## src/rtl/memory_if_arbiter_if.sv

```systemverilog
// Bundle of master-side request/return signals and the memory_if CPU-side port.
// Pure wiring, no latency; all handshakes are BUSY-style (holder keeps request while BUSY).
// slave modport = arbiter view, master modport = view of whatever drives the arbiter.
interface memory_if_arbiter_if;
    // Master 0 (instruction fetch)
    logic        iM0_REQ;
    logic        oM0_BUSY;
    logic [3:0]  iM0_MASK;
    logic        iM0_RW;
    logic [31:0] iM0_ADDR;
    logic [31:0] iM0_DATA;
    logic        oM0_VALID;
    logic        iM0_BUSY;
    logic [63:0] oM0_DATA;
    // Master 1 (load/store)
    logic        iM1_REQ;
    logic        oM1_BUSY;
    logic [3:0]  iM1_MASK;
    logic        iM1_RW;
    logic [31:0] iM1_ADDR;
    logic [31:0] iM1_DATA;
    logic        oM1_VALID;
    logic        iM1_BUSY;
    logic [63:0] oM1_DATA;
    // memory_if CPU-side port
    logic        oMIF_REQ;
    logic [3:0]  oMIF_MASK;
    logic        oMIF_RW;
    logic [31:0] oMIF_ADDR;
    logic [31:0] oMIF_DATA;
    logic        iMIF_BUSY;
    logic        iMIF_VALID;
    logic [63:0] iMIF_DATA;
    logic        oMIF_BUSY;
    logic        oARB_ERROR;

    modport slave (
        input  iM0_REQ, iM0_MASK, iM0_RW, iM0_ADDR, iM0_DATA, iM0_BUSY,
        output oM0_BUSY, oM0_VALID, oM0_DATA,
        input  iM1_REQ, iM1_MASK, iM1_RW, iM1_ADDR, iM1_DATA, iM1_BUSY,
        output oM1_BUSY, oM1_VALID, oM1_DATA,
        output oMIF_REQ, oMIF_MASK, oMIF_RW, oMIF_ADDR, oMIF_DATA, oMIF_BUSY,
        input  iMIF_BUSY, iMIF_VALID, iMIF_DATA,
        output oARB_ERROR
    );

    modport master (
        output iM0_REQ, iM0_MASK, iM0_RW, iM0_ADDR, iM0_DATA, iM0_BUSY,
        input  oM0_BUSY, oM0_VALID, oM0_DATA,
        output iM1_REQ, iM1_MASK, iM1_RW, iM1_ADDR, iM1_DATA, iM1_BUSY,
        input  oM1_BUSY, oM1_VALID, oM1_DATA,
        input  oMIF_REQ, oMIF_MASK, oMIF_RW, oMIF_ADDR, oMIF_DATA, oMIF_BUSY,
        output iMIF_BUSY, iMIF_VALID, iMIF_DATA,
        input  oARB_ERROR
    );
endinterface

```

## src/rtl/memory_if_arbiter.sv

```systemverilog
// Two-master (fetch M0, load/store M1) arbiter onto the single memory_if CPU port, with read-return steering.
// Latency: 0 cycles on both request and return paths; grant/tag/error state updates on the next rising edge.
// Backpressure: iMIF_BUSY (or a full tag FIFO for reads) holds the master via oMx_BUSY; the head master's BUSY is forwarded as oMIF_BUSY.
//
// Ports: iCLOCK (rising edge), inRESET (async, active-low), iRESET_SYNC (synchronous flush),
//        bus (memory_if_arbiter_if.slave): M0/M1 request + return channels, memory_if request + return channel, oARB_ERROR.
// Build option: define MEMORY_IF_ARBITER_M0_PRIORITY_EN for fixed M0 priority instead of round-robin.
module memory_if_arbiter #(
    parameter int TAG_DEPTH = 32,
    parameter int TAG_N     = 5
) (
    input  logic                iCLOCK,
    input  logic                inRESET,
    input  logic                iRESET_SYNC,
    memory_if_arbiter_if.slave  bus
);

    localparam logic [TAG_N:0]   CNT_FULL = (TAG_N+1)'(TAG_DEPTH);
    localparam logic [TAG_N:0]   CNT_ONE  = (TAG_N+1)'(1);
    localparam logic [TAG_N-1:0] PTR_ONE  = TAG_N'(1);

    // Tag FIFO: one bit per outstanding read, 0 = M0, 1 = M1.
    logic             tag_mem_q [TAG_DEPTH];
    logic [TAG_N:0]   count_q,  count_d;
    logic [TAG_N-1:0] wr_ptr_q, wr_ptr_d;
    logic [TAG_N-1:0] rd_ptr_q, rd_ptr_d;
    logic             err_q,    err_d;
`ifndef MEMORY_IF_ARBITER_M0_PRIORITY_EN
    // Master accepted most recently; 1 = M1 so that M0 wins the first conflict.
    logic             last_grant_q, last_grant_d;
`endif

    logic tag_full, tag_empty;
    logic m0_elig, m1_elig;
    logic gnt0, gnt1;
    logic acc0, acc1;
    logic push, push_id, pop;
    logic head_id, ret_busy;

    always_comb begin
        tag_full  = (count_q == CNT_FULL);
        tag_empty = (count_q == '0);

        // Writes never need a tag, so they stay eligible with the FIFO full.
        m0_elig = bus.iM0_REQ && (bus.iM0_RW || !tag_full);
        m1_elig = bus.iM1_REQ && (bus.iM1_RW || !tag_full);

`ifdef MEMORY_IF_ARBITER_M0_PRIORITY_EN
        gnt1 = m1_elig && !m0_elig;
`else
        gnt1 = m1_elig && (!m0_elig || !last_grant_q);
`endif
        gnt0 = m0_elig && !gnt1;

        acc0 = gnt0 && !bus.iMIF_BUSY;
        acc1 = gnt1 && !bus.iMIF_BUSY;

        push    = (acc0 && !bus.iM0_RW) || (acc1 && !bus.iM1_RW);
        push_id = acc1;

        head_id  = tag_mem_q[rd_ptr_q];
        ret_busy = !tag_empty && (head_id ? bus.iM1_BUSY : bus.iM0_BUSY);
        // A word arriving with no outstanding tag is swallowed, never popped.
        pop      = bus.iMIF_VALID && !tag_empty && !ret_busy;
    end

    always_comb begin
        count_d  = count_q;
        wr_ptr_d = wr_ptr_q;
        rd_ptr_d = rd_ptr_q;
        err_d    = err_q || (bus.iMIF_VALID && tag_empty);
`ifndef MEMORY_IF_ARBITER_M0_PRIORITY_EN
        last_grant_d = last_grant_q;
        if (acc0)      last_grant_d = 1'b0;
        else if (acc1) last_grant_d = 1'b1;
`endif
        if (push) wr_ptr_d = wr_ptr_q + PTR_ONE;
        if (pop)  rd_ptr_d = rd_ptr_q + PTR_ONE;
        case ({push, pop})
            2'b10:   count_d = count_q + CNT_ONE;
            2'b01:   count_d = count_q - CNT_ONE;
            default: count_d = count_q;
        endcase

        if (iRESET_SYNC) begin
            count_d  = '0;
            wr_ptr_d = '0;
            rd_ptr_d = '0;
            err_d    = 1'b0;
`ifndef MEMORY_IF_ARBITER_M0_PRIORITY_EN
            last_grant_d = 1'b1;
`endif
        end
    end

    always_ff @(posedge iCLOCK or negedge inRESET) begin
        if (!inRESET) begin
            count_q  <= '0;
            wr_ptr_q <= '0;
            rd_ptr_q <= '0;
            err_q    <= 1'b0;
`ifndef MEMORY_IF_ARBITER_M0_PRIORITY_EN
            last_grant_q <= 1'b1;
`endif
        end else begin
            count_q  <= count_d;
            wr_ptr_q <= wr_ptr_d;
            rd_ptr_q <= rd_ptr_d;
            err_q    <= err_d;
`ifndef MEMORY_IF_ARBITER_M0_PRIORITY_EN
            last_grant_q <= last_grant_d;
`endif
        end
    end

    // Tag storage needs no reset: entries are only read below the count.
    always_ff @(posedge iCLOCK) begin
        if (push) tag_mem_q[wr_ptr_q] <= push_id;
    end

    // Request side
    assign bus.oM0_BUSY  = !acc0;
    assign bus.oM1_BUSY  = !acc1;
    assign bus.oMIF_REQ  = gnt0 || gnt1;
    assign bus.oMIF_MASK = gnt1 ? bus.iM1_MASK : bus.iM0_MASK;
    assign bus.oMIF_RW   = gnt1 ? bus.iM1_RW   : bus.iM0_RW;
    assign bus.oMIF_ADDR = gnt1 ? bus.iM1_ADDR : bus.iM0_ADDR;
    assign bus.oMIF_DATA = gnt1 ? bus.iM1_DATA : bus.iM0_DATA;

    // Return side
    assign bus.oM0_VALID  = bus.iMIF_VALID && !tag_empty && !head_id;
    assign bus.oM1_VALID  = bus.iMIF_VALID && !tag_empty &&  head_id;
    assign bus.oM0_DATA   = bus.iMIF_DATA;
    assign bus.oM1_DATA   = bus.iMIF_DATA;
    assign bus.oMIF_BUSY  = ret_busy;
    assign bus.oARB_ERROR = err_q;

endmodule
```

## src/flat_wrapper.sv

```systemverilog
// flat-port wrapper written by rule: the top's interface ports become plain ports
module memory_if_arbiter_flat 
#(
    parameter int TAG_DEPTH = 32,
    parameter int TAG_N     = 5
)
  (iCLOCK, inRESET, iRESET_SYNC, bus_iM0_REQ, bus_iM0_MASK, bus_iM0_RW, bus_iM0_ADDR, bus_iM0_DATA, bus_iM0_BUSY, bus_oM0_BUSY, bus_oM0_VALID, bus_oM0_DATA, bus_iM1_REQ, bus_iM1_MASK, bus_iM1_RW, bus_iM1_ADDR, bus_iM1_DATA, bus_iM1_BUSY, bus_oM1_BUSY, bus_oM1_VALID, bus_oM1_DATA, bus_oMIF_REQ, bus_oMIF_MASK, bus_oMIF_RW, bus_oMIF_ADDR, bus_oMIF_DATA, bus_oMIF_BUSY, bus_iMIF_BUSY, bus_iMIF_VALID, bus_iMIF_DATA, bus_oARB_ERROR);
  memory_if_arbiter_if bus_i ();
  input  logic iCLOCK;
  input  logic inRESET;
  input  logic iRESET_SYNC;
  input wire logic [$bits(bus_i.iM0_REQ)-1:0] bus_iM0_REQ;
  input wire logic [$bits(bus_i.iM0_MASK)-1:0] bus_iM0_MASK;
  input wire logic [$bits(bus_i.iM0_RW)-1:0] bus_iM0_RW;
  input wire logic [$bits(bus_i.iM0_ADDR)-1:0] bus_iM0_ADDR;
  input wire logic [$bits(bus_i.iM0_DATA)-1:0] bus_iM0_DATA;
  input wire logic [$bits(bus_i.iM0_BUSY)-1:0] bus_iM0_BUSY;
  output wire logic [$bits(bus_i.oM0_BUSY)-1:0] bus_oM0_BUSY;
  output wire logic [$bits(bus_i.oM0_VALID)-1:0] bus_oM0_VALID;
  output wire logic [$bits(bus_i.oM0_DATA)-1:0] bus_oM0_DATA;
  input wire logic [$bits(bus_i.iM1_REQ)-1:0] bus_iM1_REQ;
  input wire logic [$bits(bus_i.iM1_MASK)-1:0] bus_iM1_MASK;
  input wire logic [$bits(bus_i.iM1_RW)-1:0] bus_iM1_RW;
  input wire logic [$bits(bus_i.iM1_ADDR)-1:0] bus_iM1_ADDR;
  input wire logic [$bits(bus_i.iM1_DATA)-1:0] bus_iM1_DATA;
  input wire logic [$bits(bus_i.iM1_BUSY)-1:0] bus_iM1_BUSY;
  output wire logic [$bits(bus_i.oM1_BUSY)-1:0] bus_oM1_BUSY;
  output wire logic [$bits(bus_i.oM1_VALID)-1:0] bus_oM1_VALID;
  output wire logic [$bits(bus_i.oM1_DATA)-1:0] bus_oM1_DATA;
  output wire logic [$bits(bus_i.oMIF_REQ)-1:0] bus_oMIF_REQ;
  output wire logic [$bits(bus_i.oMIF_MASK)-1:0] bus_oMIF_MASK;
  output wire logic [$bits(bus_i.oMIF_RW)-1:0] bus_oMIF_RW;
  output wire logic [$bits(bus_i.oMIF_ADDR)-1:0] bus_oMIF_ADDR;
  output wire logic [$bits(bus_i.oMIF_DATA)-1:0] bus_oMIF_DATA;
  output wire logic [$bits(bus_i.oMIF_BUSY)-1:0] bus_oMIF_BUSY;
  input wire logic [$bits(bus_i.iMIF_BUSY)-1:0] bus_iMIF_BUSY;
  input wire logic [$bits(bus_i.iMIF_VALID)-1:0] bus_iMIF_VALID;
  input wire logic [$bits(bus_i.iMIF_DATA)-1:0] bus_iMIF_DATA;
  output wire logic [$bits(bus_i.oARB_ERROR)-1:0] bus_oARB_ERROR;
  assign bus_i.iM0_REQ = bus_iM0_REQ;
  assign bus_i.iM0_MASK = bus_iM0_MASK;
  assign bus_i.iM0_RW = bus_iM0_RW;
  assign bus_i.iM0_ADDR = bus_iM0_ADDR;
  assign bus_i.iM0_DATA = bus_iM0_DATA;
  assign bus_i.iM0_BUSY = bus_iM0_BUSY;
  assign bus_oM0_BUSY = bus_i.oM0_BUSY;
  assign bus_oM0_VALID = bus_i.oM0_VALID;
  assign bus_oM0_DATA = bus_i.oM0_DATA;
  assign bus_i.iM1_REQ = bus_iM1_REQ;
  assign bus_i.iM1_MASK = bus_iM1_MASK;
  assign bus_i.iM1_RW = bus_iM1_RW;
  assign bus_i.iM1_ADDR = bus_iM1_ADDR;
  assign bus_i.iM1_DATA = bus_iM1_DATA;
  assign bus_i.iM1_BUSY = bus_iM1_BUSY;
  assign bus_oM1_BUSY = bus_i.oM1_BUSY;
  assign bus_oM1_VALID = bus_i.oM1_VALID;
  assign bus_oM1_DATA = bus_i.oM1_DATA;
  assign bus_oMIF_REQ = bus_i.oMIF_REQ;
  assign bus_oMIF_MASK = bus_i.oMIF_MASK;
  assign bus_oMIF_RW = bus_i.oMIF_RW;
  assign bus_oMIF_ADDR = bus_i.oMIF_ADDR;
  assign bus_oMIF_DATA = bus_i.oMIF_DATA;
  assign bus_oMIF_BUSY = bus_i.oMIF_BUSY;
  assign bus_i.iMIF_BUSY = bus_iMIF_BUSY;
  assign bus_i.iMIF_VALID = bus_iMIF_VALID;
  assign bus_i.iMIF_DATA = bus_iMIF_DATA;
  assign bus_oARB_ERROR = bus_i.oARB_ERROR;
  memory_if_arbiter #(.TAG_DEPTH(TAG_DEPTH), .TAG_N(TAG_N)) u_core (.iCLOCK(iCLOCK), .inRESET(inRESET), .iRESET_SYNC(iRESET_SYNC), .bus(bus_i));
endmodule
```

## config.mk

```make
export PLATFORM = sky130hd
export DESIGN_NAME = memory_if_arbiter_flat
export DESIGN_NICKNAME = d
export VERILOG_FILES = /design/src/rtl/memory_if_arbiter_if.sv /design/src/rtl/memory_if_arbiter.sv /design/src/flat_wrapper.sv
export SDC_FILE = /design/constraint.sdc
export NUM_CORES = 1
export LEC_CHECK = 0
export ABC_CLOCK_PERIOD_IN_PS = 4110
export CORE_AREA = 5 5 157 159
export CTS_CLUSTER_DIAMETER = 120
export DETAILED_ROUTE_END_ITERATION = 8
export DIE_AREA = 0 0 162 164
export HOLD_SLACK_MARGIN = 0.06
export PLACE_DENSITY_LB_ADDON = 0.3
export SYNTH_ARGS = -nofsm -noshare
export SYNTH_HDL_FRONTEND = slang
export SYNTH_SLANG_ARGS = --single-unit
```

## constraint.sdc

```tcl
create_clock -name iCLOCK -period 4.11 [get_ports iCLOCK]
set_input_delay 0.822 -clock iCLOCK [delete_from_list [all_inputs] [get_ports iCLOCK]]
set_output_delay 0.822 -clock iCLOCK [all_outputs]
set_load 0.005 [all_outputs]
```

* Word-level counts from Yosys, hierarchy flattened *
Memory sizes are Yosys's and may differ from the RTL's.
Index checks and enable logic that the tools add are counted.

storage, ports and cells
  flip-flop bits (word level) = 18
  memory bits (writable) = 32
  bits of input ports = 211
  output and inout bits = 204
  memories kept = 1

memories
  memory            depth  width  read ports  clocked after Yosys merged registers in  write ports  line                     text
  u_core.tag_mem_q  32     1      1           0                                        1            memory_if_arbiter.sv:23  logic tag_mem_q [TAG_DEPTH];

cells by class
  add/subtract/negate cells = 4
  equality and inequality tests = 3
  multiplexer cells = 17
  reduce and logical (&&, ||, !) cells = 37

operators by type and width
  operator                                           number
  2-to-1 mux 32 bit                                  2
  2-to-1 mux 5 bit                                   4
  logical AND 1 bit                                  14
  logical NOT 1 bit                                  12
  one-hot mux 6 bit (2 select lines)                 1
  adder 5 x 1 -> 5 bit (second input constant)       2
  2-to-1 mux 1 bit                                   8
  adder 6 x 1 -> 6 bit (second input constant)       1
  == test 6 bit (second input constant)              1
  logical NOT 6 bit                                  1
  logical OR 1 bit                                   6
  2-to-1 mux 6 bit                                   1
  nonzero test 3 bit                                 2
  subtractor 6 x 1 -> 6 bit (second input constant)  1
  2-to-1 mux 4 bit                                   1
  nonzero test 2 bit                                 2
  == test 2 x 1 -> 1 bit (second input constant)     1
  == test 2 bit (second input constant)              1

* Logic depth before layout (Yosys ltp) *
Gate-level depths: netlist (run 1).

  depth in word-level cells = 15
  gate-level depth with buffers = 17

* Worst setup path before layout (run 1) *
OpenSTA, ideal clock, no wires.

  kind = reg-to-output
  start point = reg u_core.count_q[1]
  end point = out bus_oM1_BUSY
  arrival time = 2.691 ns
  required time = 3.288 ns
  slack = 0.597 ns
  stages on the path, launching flop included = 9
  path buffers = 1
  cells stage by stage = dfrtp_1 or4_1 nor2_1 nand2_1 nor2_1 o221a_2 clkbuf_1 nor2b_1 inv_1

on the way
  longest elaborated chain between the ends = 9

RTL lines
  item                    line                                              text
  start, declared         memory_if_arbiter.sv:24                           logic [TAG_N:0] count_q, count_d;
  start signal, assigned  memory_if_arbiter.sv:106                          count_q <= count_d;
  == test 6 bit (*)       memory_if_arbiter.sv:41                           tag_full = (count_q == CNT_FULL);
  logical NOT 1 bit (*)   memory_if_arbiter.sv:45, memory_if_arbiter.sv:46
  logical OR 1 bit        memory_if_arbiter.sv:45                           m0_elig = bus.iM0_REQ && (bus.iM0_RW || !tag_full);
  logical AND 1 bit       memory_if_arbiter.sv:45
  logical NOT 1 bit       memory_if_arbiter.sv:51                           gnt1 = m1_elig && (!m0_elig || !last_grant_q);
  logical OR 1 bit        memory_if_arbiter.sv:51
  logical AND 1 bit (*)   memory_if_arbiter.sv:51
  logical AND 1 bit (*)   memory_if_arbiter.sv:56                           acc1 = gnt1 && !bus.iMIF_BUSY;
  net u_core.acc1         memory_if_arbiter.sv:36                           logic acc0, acc1;
  logical NOT 1 bit (*)   memory_if_arbiter.sv:123                          assign bus.oM1_BUSY = !acc1;
  end, declared           flat_wrapper.sv:27                                output wire logic [$bits(bus_i.oM1_BUSY)-1:0] bus_oM1_BUSY;

Mark *: on every way through the listed nets, which the timed path passes. The rest lies on a longest branch.

* Final worst setup path (run 1) *
  start point = reg u_core.count_q[1]
  end point = out bus_oMIF_DATA[22]

on the way
  longest elaborated chain between the ends = 8

RTL lines
  item                   line                                              text
  == test 6 bit (*)      memory_if_arbiter.sv:41
  logical NOT 1 bit (*)  memory_if_arbiter.sv:45, memory_if_arbiter.sv:46
  logical OR 1 bit       memory_if_arbiter.sv:45
  logical AND 1 bit      memory_if_arbiter.sv:45
  logical NOT 1 bit      memory_if_arbiter.sv:51
  logical OR 1 bit       memory_if_arbiter.sv:51
  logical AND 1 bit (*)  memory_if_arbiter.sv:51
  2-to-1 mux 32 bit (*)  memory_if_arbiter.sv:128                          assign bus.oMIF_DATA = gnt1 ? bus.iM1_DATA : bus.iM0_DATA;
  end, declared          flat_wrapper.sv:34                                output wire logic [$bits(bus_i.oMIF_DATA)-1:0] bus_oMIF_DATA;

Every way passes the cells marked *; elsewhere a longest branch is shown, timed or not.

==> impl_metrics.yaml, run 1 <==
synth:
  synth-seq-cells: 50
  syn_inst: 460
  syn-num-nets: 681
  synth_edf_count: 32
  synth.avg_cell_area_sq_um: 9.81
  synthesis.area_sq_mm: 0.00451
  ys.flop_type: "edfxtp_1"
  ys_types: 48
  async_flop_share_pct: 36.0
  yosysSeqAreaShare_pct: 31.3
  ys_warn_count: 0
timing:
  setup_viol: 0
  tns_ps: 0
  max_freq_mhz: 256
  rsz0062_at_grt: "no"
  hold_violations: 0
  tightestPinTransition_ps: 878
  drv_slew: 0
  fin_ws_ps: 211
  fin_crit_sh_pct: 94.9
  maxSlewHeadroom_pct: 41.3
  finalClockSkew_ps: 8.83
  fin_crit_ps: 3900
global_routing:
  overflow: 0
  grt_start_max_net_pins: 36
  grt_util_all_layers_pct: 12.1
  antenna_found_initial: 1
  grt_pass1_wl_um: 24000
  grt_pass1_vias: 3953
critical_path:
  worstPathArrival_ps: 3080
  critical_path_required_ps: 3290
  cp-end-kind: "primary output"
  crit_path_start_kind: "flip-flop"
  slowest_delay_ps: 570
  crit_fanout: 17
  cp_top_family: "simple AND/OR/NAND/NOR gates"
  path_cells: "or4_4 > nor2_1 > nand2_1 > nor2_2 > o221a_4 > buf_12 > clkbuf_16 > mux2_2 > clkdlybuf4s50_1"
  cp_num_buf_inv: 3
  critPathKind: "reg -> out"
  slowest_stage: "or4_4"
floorplan:
  io-pin-count: 415
  num_rows: 56
  fp.dieH_um: 164
  floorplan.initialDensity_pct: 19.5
  die_x_um: 162
  dieArea_sq_mm: 0.0266
  fp.coreArea_sq_mm: 0.0231
placement:
  place_area_sq_mm: 0.00611
  pre_cts_ws_ps: 264
  dp_cells: 831
  routabilityCongestion: 0.825
  io_buffers: 222
  post-dp-hpwl_um: 14400
detailed_routing:
  vias: 3555
  post_drt_wl_per_cell_um: 20.4
  avgViaCountPerCell: 4.22
  first_pass_iters: 4
  drt_iter0_drc: 127
  drtAntennaViolNets: 0
  drcViolationCount: 0
  drt-total-wl_um: 17200
power_and_ir_drop:
  cellPowerDensity_mw_per_mm2: 257
  power_mw: 1.64
  vdd.ir_drop.worst_mv: 0.181
  leakage_nw: 2.29
clocking:
  numCtsBuffers: 5
  cts_buffer_depth: 2
  clkLatencyLatePin_ps: 290
  h-tree-depth: 2
  clockRootBuffer: "clkbuf_16"
  clk_pin_slew_ps: 70
  cts_sinks: 50
  cts_tree: "done"
flow_run:
  cap_violations: 0
layout:
  synthToLayoutAreaGrowth_pct: 40.7
  final_nets: 773
  fin_area_sq_mm: 0.00635
  diodes: 0
  drive_gt1_share_pct: 18.4
  fillers: 2434
  final_cell_mix: "clkdlybuf4s50_1, mux2_2, nor2_1, edfxtp_1, dfrtp_1"
  final_common_cell: "clkdlybuf4s50_1"
  final_cells: 843
worst_hold_path:
  hp-class: "reg -> reg"
status:
  status: "completed"
-- Yosys cell counts (2+ instances only) --
| cell | count | share of area [%] |
|---|---|---|
| nand2_1 | 11 | 0.91 |
| nor2b_1 | 2 | 0.28 |
| nor3_1 | 3 | 0.33 |
| nand3b_1 | 4 | 0.67 |
| xnor2_1 | 3 | 0.58 |
| or3_1 | 6 | 0.83 |
| a21oi_1 | 16 | 1.8 |
| a31oi_1 | 2 | 0.28 |
| clkbuf_1 | 5 | 0.42 |
| xor2_1 | 4 | 0.78 |
| nand3_1 | 11 | 1.2 |
| mux4_1 | 3 | 1.7 |
| dfrtp_1 | 17 | 9.4 |
| nor4_1 | 2 | 0.28 |
| or3b_2 | 2 | 0.39 |
| o21ai_0 | 7 | 0.78 |
| mux2i_1 | 10 | 2.2 |
| ha_1 | 9 | 2.5 |
| nand2b_1 | 3 | 0.42 |
| edfxtp_1 | 32 | 21 |
| mux4_2 | 2 | 1.0 |
| buf_2 | 9 | 1.0 |
| inv_1 | 7 | 0.58 |
| a21o_1 | 7 | 1.2 |
| buf_6 | 3 | 0.75 |
| mux2_2 | 69 | 17 |
| buf_1 | 3 | 0.25 |
| o21bai_1 | 2 | 0.33 |
| nor2_1 | 57 | 4.7 |
| buf_4 | 129 | 21 |
| o21a_1 | 2 | 0.33 |
| o21ai_2 | 2 | 0.39 |
-- metrics by stage --
stage	util (%)	hold slack, ps
after detailed placement	26.4	502
final	27.5	505
after CTS	27.1	515
after global placement	26.4	492
after global routing	27.5	574
after floorplan	-	486
-- final timing paths --
path,slack (ps),start,end,cells after the start
min,510,u_core.bus.oARB_ERROR$_DFF_PN0_,u_core.bus.oARB_ERROR$_DFF_PN0_,2
max reg2reg,370,u_core.rd_ptr_q[0]$_DFFE_PN0P_,u_core.count_q[5]$_DFFE_PN0P_,15
min reg2reg,510,u_core.bus.oARB_ERROR$_DFF_PN0_,u_core.bus.oARB_ERROR$_DFF_PN0_,2
max in group asynchronous,2530,inRESET,u_core.wr_ptr_q[3]$_DFFE_PN0P_,1
max,210,u_core.count_q[1]$_DFFE_PN0P_,bus_oMIF_DATA[22],9
min in group asynchronous,1020,inRESET,u_core.rd_ptr_q[2]$_DFFE_PN0P_,1
-- sequential cells by signal (all words and copies together), names as in the netlist --
signal	count
u_core.bus.oARB_ERROR	1
u_core.count_q	6
u_core.last_grant_q	1
u_core.rd_ptr_q	5
u_core.tag_mem_q	32
u_core.wr_ptr_q	5
-- kinds of logic (layout without fill, tap and decap cells) --
family          count (synthesis)  after routing  synth area share [%]
flops                          50             50                  31.3
fa+ha+maj                      10             10                  2.94
buf+inv                       157            250                  24.8
mux                            84             84                  22.2
compound gates                 46             46                  6.63
xor+xnor                        7              7                  1.36
simple gates                  106            106                  10.8
-- tightest hold or removal path: stages (launching register included) --
cell     delay (ps)
dfrtp_1         350
a21oi_1          40
nor2_1           80
-- routing by layer --
layer | up-vias | track usage [%] | part of all wire, %
li1 | 1644 | - | -
met3 | 66 | 3.74 | 8.0
met4 | 2 | 8.27 | 6.6
met5 | - | 0 | 0.076
met2 | 186 | 20.4 | 49
met1 | 1657 | 13.1 | 37
-- area by class of cell --
| type | instances | area [sq um] | area share (%) |
|---|---|---|---|
| inverter | 7 | 26.3 | 0.414 |
| sequential | 50 | 1410 | 22.2 |
| clock inverter | 3 | 43.8 | 0.690 |
| clock buffer | 5 | 125 | 1.97 |
| tap | 290 | 363 | 5.71 |
| multi-input combinational | 253 | 2000 | 31.4 |
| timing repair buffer | 235 | 2380 | 37.5 |
-- power by group --
group          internal (mW)  switching [mW]
combinational          0.376           0.220
clock                  0.288           0.187
sequential             0.547          0.0154
-- timing repair --
item,CTS,global route
hold buffers,0,0
buffers inserted,0,3
endpoints found under the setup margin,0,60
resized for setup,0,5
(Power assumes the default switching activity.)
==> run 2, diff against run 1 <==
--- a/config.mk
+++ b/config.mk
@@ -11,7 +11,6 @@
 export DETAILED_ROUTE_END_ITERATION = 8
 export DIE_AREA = 0 0 162 164
 export HOLD_SLACK_MARGIN = 0.06
-export PLACE_DENSITY_LB_ADDON = 0.3
 export SYNTH_ARGS = -nofsm -noshare
 export SYNTH_HDL_FRONTEND = slang
 export SYNTH_SLANG_ARGS = --single-unit
==> impl_metrics.yaml, run 2 (synthesized netlist as in run 1, its figures left out) <==
detailed_routing:
  drt-total-wl_um: 16100
  avgViaCountPerCell: 4.19
  first_pass_iters: 4
  post_drt_wl_per_cell_um: 19.1
  vias: 3520
  drcViolationCount: 0
  drt_iter0_drc: 192
  drtAntennaViolNets: 0
clocking:
  cts_buffer_depth: 2
  clk_pin_slew_ps: 70
  cts_tree: "done"
  clkLatencyLatePin_ps: 290
  clockRootBuffer: "clkbuf_16"
  numCtsBuffers: 5
  cts-hold-fix-buffers: 0
  h-tree-depth: 2
  cts_sinks: 50
worst_hold_path:
  worstHoldPathCells: 2
  hp-class: "reg -> reg"
  hold_start: "u_core.bus.oARB_ERROR$_DFF_PN0_"
  holdPathEnd: "u_core.bus.oARB_ERROR$_DFF_PN0_"
critical_path:
  crit_path_start_kind: "flip-flop"
  timing.critical_path.mode_cell: "nor2_1"
  slowest_delay_ps: 610
  worstPathArrival_ps: 3100
  ff2ff_setup_slack_ps: 290
  cp_top_family: "simple AND/OR/NAND/NOR gates"
  critical_path_required_ps: 3290
  r2r_end: "u_core.count_q[5]$_DFFE_PN0P_"
  crit_fanout: 20
  cp-end-kind: "primary output"
  r2r-start: "u_core.count_q[1]$_DFFE_PN0P_"
  cp_num_buf_inv: 2
  slowest_stage: "or4_1"
  path_cells: "or4_1 > nor2_1 > nand2_1 > nor2_1 > o221a_4 > buf_12 > mux2_2 > clkdlybuf4s50_1"
  rr_worst_depth: 13
  critPathKind: "reg -> out"
layout:
  final_nets: 771
  diodes: 0
  final_cell_mix: "clkdlybuf4s50_1, mux2_2, nor2_1, edfxtp_1, dfrtp_1"
  top_register: "u_core.tag_mem_q"
  largest_register_ff_count: 32
  synthToLayoutAreaGrowth_pct: 38.8
  drive_gt1_share_pct: 17.4
  final_common_cell: "clkdlybuf4s50_1"
  fillers: 2442
  largest_registers: "u_core.tag_mem_q (32), u_core.count_q (6)"
timing:
  hold_violations: 0
  finalClockSkew_ps: 8.54
  tightestPinTransition_ps: 887
  tns_ps: 0
  max_freq_mhz: 255
  rsz0062_at_grt: "no"
  fin_crit_ps: 3930
  setup_viol: 0
  drv_slew: 0
  fin_crit_sh_pct: 95.5
  maxSlewHeadroom_pct: 40.4
global_routing:
  grt_pass1_wl_um: 22900
  grt_util_all_layers_pct: 11.6
  antenna_found_initial: 0
  grt_pass1_vias: 3761
  grt_start_max_net_pins: 33
  overflow: 0
power_and_ir_drop:
  leakage_nw: 2.25
  cellPowerDensity_mw_per_mm2: 246
  p_switching_mw: 0.404
  combPwrFrac_pct: 37.5
  p_int_mw: 1.14
  vdd.ir_drop.worst_mv: 0.161
  clockPowerShare_pct: 26.1
  seq_power_share_pct: 36.4
  switching_share_pct: 26.2
  power_mw: 1.54
flow_run:
  cap_violations: 0
floorplan:
  fp.coreArea_sq_mm: 0.0231
  io-pin-count: 415
  dieArea_sq_mm: 0.0266
  floorplan.initialDensity_pct: 19.5
  die_x_um: 162
  num_rows: 56
  fp.dieH_um: 164
placement:
  io_buffers: 222
  routabilityCongestion: 0.751
  post-dp-hpwl_um: 13600
status:
  status: "completed"
[run 2: final cells by class]
class | count | area (sq um) | share of cell area (%)
inverter | 7 | 26.3 | 0.419
timing repair buffer | 233 | 2330 | 37.2
multi-input combinational | 253 | 1990 | 31.8
sequential | 50 | 1410 | 22.5
clock inverter | 3 | 16.3 | 0.260
tap | 290 | 363 | 5.79
clock buffer | 5 | 125 | 2.00
[run 2: worst max path at each step]
stage / start / endpoint / slack, ps / depth (start not counted)
after floorplan: u_core.count_q[1]$_DFFE_PN0P_ / bus_oM1_BUSY / 600 / 8
final: u_core.count_q[1]$_DFFE_PN0P_ / bus_oMIF_DATA[11] / 180 / 8
after global placement: bus_iM0_RW / bus_oMIF_DATA[4] / 240 / 6
after detailed placement: bus_iM0_RW / bus_oMIF_DATA[4] / 280 / 6
after CTS: u_core.count_q[1]$_DFFE_PN0P_ / bus_oMIF_DATA[4] / 130 / 8
after global routing: u_core.count_q[1]$_DFFE_PN0P_ / u_core.count_q[5]$_DFFE_PN0P_ / 8 / 13
[run 2: worst register-to-register path, cell delays in order, from the launching register on]
cell and delay (ps):
dfrtp_1 430, or4_1 610, o31ai_1 760, nor2_1 140, mux2i_1 270, nor2_1 170, ha_1 300, a21o_1 180
a21oi_1 230, o21bai_1 110, a21oi_1 200, nor4_1 70, o21ai_0 170, nand2_1 70
[run 2: power by group through the flow]
| stage | registers [mW] | logic (mW) | clock network, mW |
|---|---|---|---|
| 2_1_floorplan | 0.566 | 0.323 | 0 |
| 3_5_place_dp | 0.572 | 0.581 | 0 |
| 3_3_place_gp | 0.571 | 0.581 | 0 |
| 6_report | 0.561 | 0.577 | 0.402 |
| 4_1_cts | 0.561 | 0.589 | 0.408 |
| 5_1_grt | 0.563 | 0.620 | 0.430 |
[run 2: per-layer routing]
metal	track usage [%]	up-vias	routed length, um
met1	12.9	1631	5750
met2	19.3	185	8050
met5	0	-	0
met4	6.54	0	768
li1	-	1644	-
met3	3.96	60	1520
[run 2: what timing repair did]
| action | in CTS | in global routing |
|---|---|---|
| setup buffers | 2 | 0 |
| endpoints found under the setup margin | 1 | 1 |
| pin swaps | 1 | 0 |
| hold endpoints to repair | 0 | 0 |
| gates resized for setup | 0 | 1 |
[run 2: through the flow]
step | cells | cell area (sq um) | utilization, % | setup slack [ps] | hold slack [ps]
after global placement | 831 | 6110 | 26.4 | 237 | 498
after floorplan | 460 | 4510 | - | 597 | 486
after CTS | 841 | 6260 | 27.1 | 130 | 521
after detailed placement | 831 | 6110 | 26.4 | 278 | 502
after global routing | 841 | 6270 | 27.1 | 8.48 | 554
final | 841 | 6270 | 27.1 | 183 | 516
